File: config.mk
export PLATFORM = sky130hd
export DESIGN_NAME = ib_mem_loader_flat
export DESIGN_NICKNAME = d
export VERILOG_FILES = /design/src/rtl/ib_mem_loader_if.sv /design/src/rtl/ib_mem_loader.sv /design/src/flat_wrapper.sv
export SDC_FILE = /design/constraint.sdc
export NUM_CORES = 1
export LEC_CHECK = 0
export CORE_MARGIN = 4
export CORE_UTILIZATION = 58
export DETAILED_ROUTE_END_ITERATION = 8
export GPL_ROUTABILITY_DRIVEN = 0
export GPL_TIMING_DRIVEN = 0
export PLACE_DENSITY = 0.85
export SLEW_MARGIN = 15
export SYNTH_ARGS = -nofsm -noshare
export SYNTH_HDL_FRONTEND = slang
export SYNTH_SLANG_ARGS = --single-unit
File: constraint.sdc
create_clock -name clk_i -period 3.18 [get_ports clk_i]
set_input_delay 0.636 -clock clk_i [delete_from_list [all_inputs] [get_ports clk_i]]
set_output_delay 0.636 -clock clk_i [all_outputs]
set_load 0.005 [all_outputs]
File: src/rtl/ib_mem_loader_if.sv
// ib_mem_loader_if: element stream plus buffer-memory write bus; master is the loader side.
interface ib_mem_loader_if #(
    parameter int WIDTH = 8,
    parameter int LANES = 4,
    parameter int SIZE  = 256
);
    localparam int AW = $clog2(SIZE);
    localparam int DW = WIDTH * LANES;
    logic             s_valid;
    logic [WIDTH-1:0] s_data;
    logic             s_ready;
    logic             mem_cenb;
    logic             mem_wenb;
    logic [AW-1:0]    mem_addr;
    logic [DW-1:0]    mem_data;
    modport master (
        input  s_valid, s_data,
        output s_ready, mem_cenb, mem_wenb, mem_addr, mem_data
    );
    modport slave (
        output s_valid, s_data,
        input  s_ready, mem_cenb, mem_wenb, mem_addr, mem_data
    );
endinterface

File: src/rtl/ib_mem_loader.sv
// ib_mem_loader: packs LANES stream elements per word and writes consecutive words from a base address.
module ib_mem_loader #(
    parameter  int WIDTH = 8,
    parameter  int LANES = 4,
    parameter  int SIZE  = 256,
    localparam int AW    = $clog2(SIZE),
    localparam int DW    = WIDTH * LANES,
    localparam int LW    = (LANES > 1) ? $clog2(LANES) : 1
) (
    input  logic                 clk_i,
    input  logic                 rstn_i,
    input  logic                 start_i,
    input  logic [AW-1:0]        base_addr_i,
    input  logic [AW:0]          num_words_i,
    ib_mem_loader_if.master      bus,
    output logic                 busy_o,
    output logic                 done_o
);
    typedef enum logic [1:0] {IDLE, FILL, FLUSH, DONE} state_t;
    localparam logic [LW-1:0] LAST_LANE = LW'(LANES - 1);
    state_t        state_q, state_d;
    logic [LW-1:0] lane_q, lane_d;
    logic [AW-1:0] addr_q, addr_d;
    logic [AW:0]   cnt_q, cnt_d;
    logic [AW:0]   num_q, num_d;
    logic [DW-1:0] pack_q, pack_d;
    logic          wr_q, wr_d;
    logic [AW-1:0] mem_addr_q, mem_addr_d;
    logic [DW-1:0] mem_data_q, mem_data_d;
    always_ff @(posedge clk_i) begin
        if (!rstn_i) begin
            state_q    <= IDLE;
            lane_q     <= '0;
            addr_q     <= '0;
            cnt_q      <= '0;
            num_q      <= '0;
            pack_q     <= '0;
            wr_q       <= 1'b0;
            mem_addr_q <= '0;
            mem_data_q <= '0;
        end else begin
            state_q    <= state_d;
            lane_q     <= lane_d;
            addr_q     <= addr_d;
            cnt_q      <= cnt_d;
            num_q      <= num_d;
            pack_q     <= pack_d;
            wr_q       <= wr_d;
            mem_addr_q <= mem_addr_d;
            mem_data_q <= mem_data_d;
        end
    end
    always_comb begin
        state_d    = state_q;
        lane_d     = lane_q;
        addr_d     = addr_q;
        cnt_d      = cnt_q;
        num_d      = num_q;
        pack_d     = pack_q;
        wr_d       = 1'b0;
        mem_addr_d = mem_addr_q;
        mem_data_d = mem_data_q;
        case (state_q)
            IDLE: if (start_i) begin
                state_d = (num_words_i == '0) ? DONE : FILL;
                addr_d  = base_addr_i;
                num_d   = num_words_i;
                cnt_d   = '0;
                lane_d  = '0;
            end
            FILL: if (bus.s_valid) begin
                pack_d[lane_q*WIDTH +: WIDTH] = bus.s_data;
                lane_d = lane_q + 1'b1;
                // word complete: latch it for next-cycle write while lane 0 of the next word may already arrive
                if (lane_q == LAST_LANE) begin
                    lane_d     = '0;
                    wr_d       = 1'b1;
                    mem_addr_d = addr_q;
                    mem_data_d = pack_d;
                    addr_d     = addr_q + 1'b1;
                    cnt_d      = cnt_q + 1'b1;
                    state_d    = (cnt_q + 1'b1 == num_q) ? FLUSH : FILL;
                end
            end
            FLUSH: state_d = DONE;
            default: state_d = IDLE;
        endcase
    end
    assign bus.s_ready  = (state_q == FILL);
    assign bus.mem_cenb = ~wr_q;
    assign bus.mem_wenb = ~wr_q;
    assign bus.mem_addr = mem_addr_q;
    assign bus.mem_data = mem_data_q;
    assign busy_o       = (state_q == FILL) || (state_q == FLUSH);
    assign done_o       = (state_q == DONE);
endmodule

File: src/flat_wrapper.sv
// flat-port wrapper written by rule: the top's interface ports become plain ports
module ib_mem_loader_flat 
#(
    parameter  int WIDTH = 8,
    parameter  int LANES = 4,
    parameter  int SIZE  = 256,
    localparam int AW    = $clog2(SIZE),
    localparam int DW    = WIDTH * LANES,
    localparam int LW    = (LANES > 1) ? $clog2(LANES) : 1
)
  (clk_i, rstn_i, start_i, base_addr_i, num_words_i, busy_o, done_o, bus_s_valid, bus_s_data, bus_s_ready, bus_mem_cenb, bus_mem_wenb, bus_mem_addr, bus_mem_data);
  ib_mem_loader_if #(.WIDTH(WIDTH), .LANES(LANES), .SIZE(SIZE)) bus_i ();
  input  logic clk_i;
  input  logic rstn_i;
  input  logic start_i;
  input  logic [AW-1:0] base_addr_i;
  input  logic [AW:0] num_words_i;
  output logic busy_o;
  output logic done_o;
  input wire logic [$bits(bus_i.s_valid)-1:0] bus_s_valid;
  input wire logic [$bits(bus_i.s_data)-1:0] bus_s_data;
  output wire logic [$bits(bus_i.s_ready)-1:0] bus_s_ready;
  output wire logic [$bits(bus_i.mem_cenb)-1:0] bus_mem_cenb;
  output wire logic [$bits(bus_i.mem_wenb)-1:0] bus_mem_wenb;
  output wire logic [$bits(bus_i.mem_addr)-1:0] bus_mem_addr;
  output wire logic [$bits(bus_i.mem_data)-1:0] bus_mem_data;
  assign bus_i.s_valid = bus_s_valid;
  assign bus_i.s_data = bus_s_data;
  assign bus_s_ready = bus_i.s_ready;
  assign bus_mem_cenb = bus_i.mem_cenb;
  assign bus_mem_wenb = bus_i.mem_wenb;
  assign bus_mem_addr = bus_i.mem_addr;
  assign bus_mem_data = bus_i.mem_data;
  ib_mem_loader #(.WIDTH(WIDTH), .LANES(LANES), .SIZE(SIZE)) u_core (.clk_i(clk_i), .rstn_i(rstn_i), .start_i(start_i), .base_addr_i(base_addr_i), .num_words_i(num_words_i), .bus(bus_i), .busy_o(busy_o), .done_o(done_o));
endmodule
==> metrics.txt <==
final HPWL from detailed placement 8634 um; die area 9574 um^2; launch point of the worst hold path u_core.bus.mem_addr[0]$_SDFFE_PN0P_; root buf cell clkbuf_8; maximum number of pins on one net before global-route repair 19; antenna violations before repair 0; summed instance area of the synthesized netlist 4682 um^2; maximum level of the CTS H-tree 3; worst-case clock buffer depth 2; share of Yosys cell area claimed by the top area cell type 44.04%; crit path kind reg2reg; syn nets 597; via-per-instance ratio 6.057; clock-pin slew on the worst setup and hold paths 0.10 ns; CP endpoint kind flop; worst endpoint data arrival time 2.91 ns; Post-synth ARST share 0%; outcome completed; starting density of the core 59.97%; setup slack after placement 0.5396 ns; least setup slack across all paths after layout 0.5864 ns; DRC errors left 0; postcts setup bufs 0; horizontal die dimension 97.85 um; total of warnings raised by yosys 0; number of hold buffers added after CTS 0; CP startpoint kind flop; first-pass GRT wire length 19,320 um; reported max-cap violation count 0; Crit Path Max Fanout 9; Port Buffer Count 68; synthesized area per cell 8.421 um^2; reg2reg start u_core.lane_q[0]$_SDFFE_PN0P_; number of DRC markers in iteration 0 283; flops & latches, synth 103; power density over the cells 475.0 nW/um^2; Final Max Slew Viols 0; Highest Clock Rate 385.6 MHz; number of hold-slack violations in the final timing report 0; setup repair after global routing missed its margin no; number of standard cells after synthesis 556; detail-routed net length per standard cell 16.01 um; io pins 74; maximum vdd drop 0.0002911 V; fraction of layout instances using a drive strength above 1 5.469%; Worst Hold Margin 0.4643 ns; synthesis-to-finish area growth 21.62%; top post-synthesis cells by area dfxtp_1, nor2_1, a22oi_1, a221oi_1, a21oi_1; Antenna Cells 0; Slew HR 47.96%; clock buffer count from CTS 9; final clock skew 0.01111 ns; final core utilization 72.93%; Overflow after GRT 0; aggregate routed wire length 11,880 um; number of synthesized flops with an enable pin 0; core area 7807 um^2; part of the cycle the worst path needs 81.56%; Setup Total Neg Slack 0 ns; leakage power 2.022 nW; final layout net count 676; cell taking the most area after synthesis dfxtp_1; insertion delay to the later sink of the worst-skew pair 0.38 ns; final critical-path required period 2.594 ns; count of TritonRoute iterations in the first routing pass 6; overall via count from detail_route 4,494; Power Total 2.705 mW; number of cells upsized or downsized after cts 0; Die Span Y 97.85 um; Clock Sink Count 103; CTS tree yes; # rows 32; Finish-stage setup viols 0; beginning of the critical path u_core.lane_q[0]$_SDFFE_PN0P_; Min-Delay Path Class reg2reg; worst-margin pin slew 0.7785 ns; Post-synth top flop dfxtp_1; count of different cell masters after synthesis 51; combined global-route utilization of all metal layers 24.09%; data required time at the worst endpoint 3.50 ns; sequential-to-total area share from yosys stat 44.04%; Antenna Violating Nets Remaining 0; number of global-route vias before repair 4,168
## cells by family (layout without fill, tap and decap cells)
family          count (synthesis)  count (layout)  synth area share, %
compound gates                146             146                21.91
fa+ha+maj                      12              12                3.207
buf+inv                        62             146                5.719
flops                         103             103                44.04
mux                             3               3               0.6414
xor+xnor                        9               9                1.683
simple gates                  221             221                22.80
## cells in the final DEF (no fill, tap or decap), types with 7 or more instances in the layout
cell             instances
clkbuf_1                31
a211oi_1                10
o21ai_0                 11
clkdlybuf4s50_1         68
a221oi_1                29
nand2_1                 39
a21oi_1                 35
nor3_1                  34
nor2b_1                  8
nand3_1                 20
and2_1                   9
dfxtp_1                103
and3_1                   7
clkbuf_8                 9
a22oi_1                 34
inv_1                   14
ha_1                    12
nor2_1                  81
## area by class of cell
cell class	count	area [um^2]
repair buffers	68	680.7
inverters	17	63.81
well taps	102	127.6
fillers	614	2113
plain buffers	45	203.9
clock buffers	9	123.9
flip-flops and latches	103	2062
multi-input cells	391	2352
clock inverters	7	80.08
## cells in the mapped netlist, types with 2 or more instances
cell type	number
or3_1	3
and4_1	2
inv_1	14
buf_2	6
nor2_1	81
mux2i_1	3
a21oi_1	35
nor4_1	6
xor2_1	5
nor3_2	2
buf_6	3
o31a_1	2
o22ai_1	6
clkinv_1	3
buf_1	3
nor2b_1	8
a41o_1	2
a31oi_1	5
nand3b_1	2
clkbuf_1	31
a22oi_1	34
xnor2_1	4
nand2_1	39
o21a_1	4
and2_1	9
nor3_1	34
o21ai_0	11
nand3_1	20
a211oi_1	10
a221oi_1	29
ha_1	12
dfxtp_1	103
and3_1	7
## registers in the layout (all words and copies together), names as in the netlist
signal	count
u_core.addr_q	8
u_core.cnt_q	9
u_core.pack_q	32
u_core.bus.mem_data	32
u_core.state_q	2
u_core.lane_q	2
u_core.wr_q	1
u_core.num_q	9
u_core.bus.mem_addr	8
## path summary, 6_finish.rpt
check,end,slack [ns],depth (start not counted)
setup reg to reg,u_core.pack_q[23]$_SDFFE_PN0P_,0.59,8
hold / removal,u_core.bus.mem_addr[0]$_SDFFE_PN0P_,0.46,2
setup / recovery,u_core.pack_q[23]$_SDFFE_PN0P_,0.59,8
hold reg to reg,u_core.bus.mem_addr[0]$_SDFFE_PN0P_,0.46,2
## stage by stage
step / instances / area [um^2]
4_1_cts: 742 / 5694
6_report: 742 / 5694
3_5_place_dp: 726 / 5490
2_1_floorplan: 556 / 4682
3_3_place_gp: 726 / 5490
5_1_grt: 742 / 5694
## critical path, cell delays in order, from the launching register on
cell and delay, ns:
dfxtp_1 0.52, inv_1 0.23, ha_1 0.48, nand2_1 0.11, nor3_2 0.47, and2_1 0.20, clkbuf_1 0.29, a22oi_1 0.12
nor2_1 0.11
## routing by layer
metal	global-route usage, %	vias to the layer above	wire, um	share of wire, %
met4	7.561	0	209	1.8
li1	-	2167	-	-
met3	4.714	22	810	6.8
met2	39.53	168	5702	48
met1	32.08	2137	5154	43
met5	0	-	0	0
## where the power goes
part           switching [mW]  internal (mW)
sequential             0.0476           1.34
clock                   0.477          0.374
combinational           0.282          0.188
Power figures use the tool's default switching activity.
